$ cat src/rtl/equiv_bist.sv
// equiv_bist: exhaustive 4-input equivalence sweep engine.
// Drives all 16 vectors, compares reference vs DUT, logs results.
module equiv_bist #(
    parameter int unsigned SETTLE       = 2,
    parameter bit          STOP_ON_FAIL = 1'b0
) (
    input  logic       clk,
    input  logic       rst_n,
    input  logic       start,
    output logic [3:0] vec_out,
    input  logic       f_ref,
    input  logic       f_dut,
    output logic       busy,
    output logic       done,
    output logic       pass,
    output logic       fail_valid,
    output logic [3:0] fail_vec,
    output logic [4:0] mismatch_cnt
);

    typedef enum logic [1:0] {
        S_IDLE,
        S_SETTLE,
        S_CHECK,
        S_DONE
    } state_e;

    localparam logic [3:0] RELOAD = 4'(SETTLE);
    // With no settle time each vector goes straight to sampling.
    localparam state_e FIRST = (SETTLE == 0) ? S_CHECK : S_SETTLE;

    state_e     state_q, state_d;
    logic [3:0] vec_q, vec_d;
    logic [3:0] cnt_q, cnt_d;
    logic [4:0] mis_q, mis_d;
    logic       fv_q, fv_d;
    logic [3:0] fvec_q, fvec_d;
    logic       done_q, done_d;
    logic       pass_q, pass_d;
    logic       miss;
    logic [4:0] mis_next;

    assign miss     = (f_ref != f_dut);
    assign mis_next = mis_q + 5'(miss);

    // Next-state and result update logic.
    always_comb begin
        state_d = state_q;
        vec_d   = vec_q;
        cnt_d   = cnt_q;
        mis_d   = mis_q;
        fv_d    = fv_q;
        fvec_d  = fvec_q;
        done_d  = done_q;
        pass_d  = pass_q;
        unique case (state_q)
            S_IDLE, S_DONE: begin
                if (start) begin
                    vec_d   = 4'd0;
                    mis_d   = 5'd0;
                    fv_d    = 1'b0;
                    fvec_d  = 4'd0;
                    done_d  = 1'b0;
                    pass_d  = 1'b0;
                    cnt_d   = RELOAD;
                    state_d = FIRST;
                end
            end
            S_SETTLE: begin
                cnt_d = cnt_q - 4'd1;
                if (cnt_q <= 4'd1) begin
                    state_d = S_CHECK;
                end
            end
            S_CHECK: begin
                mis_d = mis_next;
                if (miss && !fv_q) begin
                    fv_d   = 1'b1;
                    fvec_d = vec_q;
                end
                if (vec_q == 4'hF || (miss && STOP_ON_FAIL)) begin
                    state_d = S_DONE;
                    done_d  = 1'b1;
                    pass_d  = (mis_next == 5'd0);
                end else begin
                    vec_d   = vec_q + 4'd1;
                    cnt_d   = RELOAD;
                    state_d = FIRST;
                end
            end
            default: state_d = S_IDLE;
        endcase
    end

    // State and result registers; reset abandons any sweep.
    always_ff @(posedge clk or negedge rst_n) begin
        if (!rst_n) begin
            state_q <= S_IDLE;
            vec_q   <= 4'd0;
            cnt_q   <= 4'd0;
            mis_q   <= 5'd0;
            fv_q    <= 1'b0;
            fvec_q  <= 4'd0;
            done_q  <= 1'b0;
            pass_q  <= 1'b0;
        end else begin
            state_q <= state_d;
            vec_q   <= vec_d;
            cnt_q   <= cnt_d;
            mis_q   <= mis_d;
            fv_q    <= fv_d;
            fvec_q  <= fvec_d;
            done_q  <= done_d;
            pass_q  <= pass_d;
        end
    end

    assign busy         = (state_q == S_SETTLE) || (state_q == S_CHECK);
    assign done         = done_q;
    assign pass         = pass_q;
    assign vec_out      = vec_q;
    assign fail_valid   = fv_q;
    assign fail_vec     = fvec_q;
    assign mismatch_cnt = mis_q;

endmodule

$ cat config.mk
export PLATFORM = sky130hd
export DESIGN_NAME = equiv_bist
export DESIGN_NICKNAME = d
export VERILOG_FILES = /design/src/rtl/equiv_bist.sv
export SDC_FILE = /design/constraint.sdc
export NUM_CORES = 1
export LEC_CHECK = 0
export ABC_AREA = 1
export BUFFER_PORTS_ARGS = -buffer_cell sky130_fd_sc_hd__clkbuf_2
export CORE_UTILIZATION = 45
export DETAILED_ROUTE_END_ITERATION = 6
export GPL_ROUTABILITY_DRIVEN = 0
export PLACE_DENSITY = 0.66
export SLEW_MARGIN = 10
export SYNTH_ARGS = -nofsm -noshare
export SYNTH_HDL_FRONTEND = slang
export SYNTH_SLANG_ARGS = --single-unit
$ cat constraint.sdc
create_clock -name clk -period 1.4 [get_ports clk]
set_input_delay 0 -clock clk [delete_from_list [all_inputs] [get_ports clk]]
set_output_delay 0 -clock clk [all_outputs]
set_load 0.02 [all_outputs]
# After elaboration in Yosys (flattened, before gate mapping)
# Index checks and enable logic that the tools add are counted.
dict set report op_classes {
  n_addsub 3
  n_reduce_logical 13
  n_eq_ne 10
  mux 21
  order_cmp 1
}
# op n
set op_table {}
lappend op_table {{4-bit two-way mux} 5}
lappend op_table {{4-bit one-hot mux with 2 select lines} 2}
lappend op_table {{4-bit one-hot mux with 3 select lines} 1}
lappend op_table {{2-bit != test (second input constant)} 5}
lappend op_table {{5-bit one-hot mux with 2 select lines} 1}
lappend op_table {{3-bit AND reduction} 3}
lappend op_table {{2-bit two-way mux} 3}
lappend op_table {{1-bit one-hot mux with 2 select lines} 3}
lappend op_table {{2-bit one-hot mux with 3 select lines} 1}
lappend op_table {{2-bit AND reduction} 3}
lappend op_table {{5-bit by 1-bit adder with 5-bit output} 1}
lappend op_table {{5-bit logical NOT} 1}
lappend op_table {{5-bit two-way mux} 1}
lappend op_table {{4-bit by 1-bit adder with 4-bit output (second input constant)} 1}
lappend op_table {{2-bit == test (second input constant)} 2}
lappend op_table {{4-bit == test (second input constant)} 1}
lappend op_table {{4-bit by 1-bit less-or-equal comparator with 1-bit output (second input constant)} 1}
lappend op_table {{1-bit two-way mux} 4}
lappend op_table {{4-bit by 1-bit subtractor with 4-bit output (second input constant)} 1}
lappend op_table {{2-bit by 1-bit == test with 1-bit output (second input constant)} 1}
lappend op_table {{2-bit logical NOT} 1}
lappend op_table {{2-bit nonzero test} 1}
lappend op_table {{2-bit OR reduction} 1}
lappend op_table {{1-bit logical AND} 1}
lappend op_table {{other kinds (3)} 3}
dict set report word_totals {
  word_cells 56
  input_bits 5
  register_bits 22
}

# Logic depth before layout (Yosys ltp)
dict set report depth {
  depth_word 5
  ltp_mapped 12
  depth_no_buf 11
}

# Least setup slack after synthesis
# Ideal clock, no wire load.
dict set report synth_path {
  path_kind {register to register}
  from {register state_q[0]}
  to {register fvec_q[2] (netlist: fail_vec[2])}
  path_stages_with_launch 9
  required_ps 1334
  slack_ps -101
  path_buffers 1
  t_arrival_ps 1435
  setup_time_ps 66
  path_cell_list {dfrtp_1 > inv_1 > ha_1 > inv_1 > nor2_4 > nor2_4 > buf_6 > nand4_1 > nand2_1}
}
dict set report synth_via {
  elab_chain_cells 4
  word_cells_on_any_way 9
  classes_between {eq/ne (4); mux (1); reduce/logical (4)}
}
# element line
set synth_lines {}
lappend synth_lines {{start: declaration} 32} ;# state_e state_q, state_d;
lappend synth_lines {{start signal: assignment} 107} ;# state_q <= state_d;
lappend synth_lines {{2-bit == test or 2-bit logical NOT (tied branches)} 56} ;# unique case (state_q)
lappend synth_lines {{2-bit OR reduction} 56}
lappend synth_lines {{2-bit != test (no line) or 2-bit nonzero test (tied branches)} -}
lappend synth_lines {{3-bit AND reduction (no line)} -}
lappend synth_lines {{end signal: assignment} 112} ;# fvec_q <= fvec_d;
lappend synth_lines {{end: declaration} 37} ;# logic [3:0] fvec_q, fvec_d;
# Parallel ways exist; a longest one is shown, timed or not.
# A chain may end at the register's enable or synchronous reset.

# Worst setup path after layout
dict set report layout_path {
  from {register state_q[1]}
  to {register vec_q[3] (netlist: vec_out[3])}
}
dict set report layout_via {
  elab_chain_cells 4
  word_cells_on_any_way 9
  classes_between {eq/ne (4); mux (1); reduce/logical (4)}
}
# element line
set layout_lines {}
lappend layout_lines {{2-bit == test or 2-bit logical NOT (tied branches)} 56}
lappend layout_lines {{2-bit OR reduction} 56}
lappend layout_lines {{2-bit != test (no line) or 2-bit nonzero test (tied branches)} -}
lappend layout_lines {{3-bit AND reduction (no line)} -}
lappend layout_lines {{end signal: assignment} 108} ;# vec_q <= vec_d;
lappend layout_lines {{end: declaration} 33} ;# logic [3:0] vec_q, vec_d;
# Parallel ways exist; a longest one is shown, timed or not.

==> results.py <==
metrics = {
    "status": {
        "outcome": "complete, no violations",
    },
    "cts": {
        "clock-root-buffer": "clkbuf_4",
        "clkTransAtPathRegs_ns": 0.13,
        "cts_tree": "yes",
        "cts_buffer_depth": 2,
        "clk_latency_ns": 0.31,
        "cts_sinks": 22,
        "h-tree-depth": 1,
        "cts_buffers": 3,
    },
    "power_and_ir_drop": {
        "clkPwrFrac_pct": 17.9,
        "power_density_mw_per_mm2": 1700,
        "netSwitchingPower_w": 0.00113,
        "p_leak_nw": 0.861,
        "total_power_w": 0.00274,
        "pwr-share-seq_pct": 32.9,
        "peakVddDrop_mv": 0.981,
        "internal_power_w": 0.00161,
        "switching_share_pct": 41.3,
        "p_comb_share_pct": 49.2,
    },
    "yosys": {
        "syn-instance-count": 164,
        "ys_seq_area_share_pct": 43.6,
        "ys.warnings.count": 0,
        "syn_area_mm2": 0.00126,
        "syn_avg_cell_area_um2": 7.70,
        "synth_cell_types": 19,
        "syn-num-nets": 177,
        "ys_ff_latch": 22,
    },
    "global_route": {
        "grt_pass1_wl_um": 4330,
        "grt_pass1_vias": 1012,
        "grt-ovfl-total": 0,
        "antenna_found_initial": 0,
        "track_usage_pct": 20.5,
        "grt_max_degree": 23,
    },
    "drt": {
        "drt_iter0_markers": 28,
        "wl_um": 2630,
        "drc_errors": 0,
        "vias": 1119,
        "vias_per_cell": 4.89,
        "post_drt_wl_per_cell_um": 11.5,
        "postRouteAntennaNets": 0,
        "dr.pass1.iters": 4,
    },
    "critical_path": {
        "endpoint_kind": "flop",
        "slowest_stage": "dfrtp_1",
        "crit_required_ns": 1.65,
        "cpLargestDelayFamily": "flip-flops",
        "slowest_delay_ns": 0.44,
        "worstPathArrival_ns": 1.65,
        "criticalPathCategory": "flop to flop",
        "cp.buffers_inverters": 2,
        "cp_cell_sequence": "ha_4 > inv_4 > nor2_4 > buf_6 > nor2_8 > nand2_4 > nand2_1 > o21ai_1",
        "crit_path_start_kind": "flop",
        "path_max_fanout": 7,
    },
    "sta": {
        "hold_violations": 0,
        "max_freq_mhz": 715,
        "worst_slew_pin_slew_ns": 0.555,
        "drv_slew": 0,
        "rsz0062_at_grt": "yes",
        "whs_ns": 0.158,
        "slew_headroom_pct": 63.0,
        "setup_viol": 0,
        "fin_crit_sh_pct": 99.9,
        "finalCriticalPeriod_ns": 1.40,
        "finClkSkew_ns": 0.00817,
    },
    "placed_design": {
        "hpwl_um": 1950,
        "io_buffers": 21,
        "placed_cells": 220,
    },
    "final_layout": {
        "final_cell_mix": "58 x nand2_1, 21 x dfrtp_1, 20 x clkbuf_2, 16 x inv_1, 13 x nand3_1",
        "final_cells": 229,
        "layout_commonest_cell": "nand2_1",
        "n_antenna_cell": 0,
        "layout-drive-gt1-share_pct": 28.6,
        "nFillCells": 232,
        "syn_to_final_growth_pct": 27.6,
        "nNetsFinal": 213,
    },
    "floorplanning": {
        "die_y_um": 55.0,
        "die_area_mm2": 0.00302,
        "die_x_um": 55.0,
        "io_pins": 22,
        "start_util_pct": 49.2,
        "num_rows": 18,
        "core_mm2": 0.00257,
    },
    "job": {
        "maxCapViolations": 0,
    },
    "worst_hold_path": {
        "hp-class": "input pin to flop",
    },
}
-- synthesized netlist by cell type --
| cell | number | area share (%) |
|---|---|---|
| o21ai_1 | 3 | 1.2 |
| nand2_4 | 1 | 0.89 |
| o21ai_0 | 8 | 3.2 |
| dfrtp_1 | 22 | 44 |
| inv_1 | 19 | 5.6 |
| nand2_1 | 62 | 18 |
| nor2_8 | 1 | 1.6 |
| nor2_1 | 10 | 3.0 |
| nor2_4 | 2 | 1.8 |
| nor2_2 | 1 | 0.50 |
| ha_1 | 8 | 7.9 |
| clkbuf_1 | 1 | 0.30 |
| buf_6 | 1 | 0.89 |
| inv_2 | 1 | 0.30 |
| nand4_1 | 7 | 3.5 |
| and2_1 | 1 | 0.50 |
| nand2_2 | 2 | 0.99 |
| xor2_1 | 1 | 0.69 |
| nand3_1 | 13 | 5.2 |
-- repair_timing --
item,4_1_cts,5_1_grt
pin swaps,2,5
hold buffers,1,0
resized for setup,3,13
setup buffers,2,2
setup endpoints to repair,10,22
hold endpoints to repair,22,0
-- per-stage QoR --
step | area (um^2) | worst slack [ns] | utilization (%) | setup TNS, ns
after floorplan | 1280 | -0.000823 | - | -0.00143
after global placement | 1460 | 0.0197 | 56.8 | 0
after detailed placement | 1460 | -0.0192 | 56.8 | -0.0419
after CTS | 1560 | 0.000307 | 60.6 | 0
after global routing | 1610 | -0.0941 | 62.7 | -1.09
final | 1610 | 0.00173 | 62.7 | 0
-- per-layer routing --
layer	GRT usage, %	vias to the layer above	share of wire [%]
li1	-	590	-
met1	28.0	509	50
met2	33.1	18	47
met3	2.46	2	2.5
met4	7.50	0	0.46
met5	0	-	0
-- power groups by stage --
stage,clock network (W),registers (W),logic (W)
6_report,0.000492,0.000903,0.00135
3_5_place_dp,0,0.000907,0.00120
3_3_place_gp,0,0.000900,0.00118
5_1_grt,0.000535,0.000925,0.00153
4_1_cts,0.000503,0.000894,0.00125
2_1_floorplan,0,0.00102,0.000735
-- tightest hold or removal path, cell delays in order --
cell	delay, ns
clkbuf_2	0.11
nor2_4	0.05
nor2_1	0.19
o21ai_1	0.08
-- state kept, by name, summed over array words and instances, names as in the netlist --
register      flops
mismatch_cnt      5
fail_valid        1
done              1
vec_out           4
fail_vec          4
state_q           2
pass              1
cnt_q             4
-- logic make-up (layout without fill, tap and decap cells) --
kind of cell    Yosys count  count (layout)  synth area share (%)
fa+ha+maj                 8               8                  7.93
simple gates            100             100                  36.3
flops                    22              22                  43.6
xor+xnor                  1               1                 0.694
buf+inv                  22              57                  7.14
compound gates           11              11                  4.36
-- worst paths after layout --
path                             start         endpoint  slack (ns)  depth (start not counted)
setup / recovery            state_q[1]       vec_out[3]       0.002                          8
hold / removal                   start         cnt_q[1]        0.16                          4
setup reg to reg            state_q[1]       vec_out[3]       0.002                          8
hold reg to reg            fail_vec[1]      fail_vec[1]        0.49                          2
max in group asynchronous        rst_n  mismatch_cnt[0]        0.82                          2
min in group asynchronous        rst_n  mismatch_cnt[1]        0.19                          2
-- cell type report --
cell class / instances / area, um^2 / share of cell area (%)
multi-input cells: 120 / 671 / 41.6
flip-flops and latches: 22 / 552 / 34.3
repair buffers: 33 / 220 / 13.7
inverters: 20 / 77.6 / 4.82
well taps: 30 / 37.5 / 2.33
clock inverters: 1 / 30.0 / 1.86
clock buffers: 3 / 22.5 / 1.40
No activity file was read; power rests on OpenSTA's default activity.
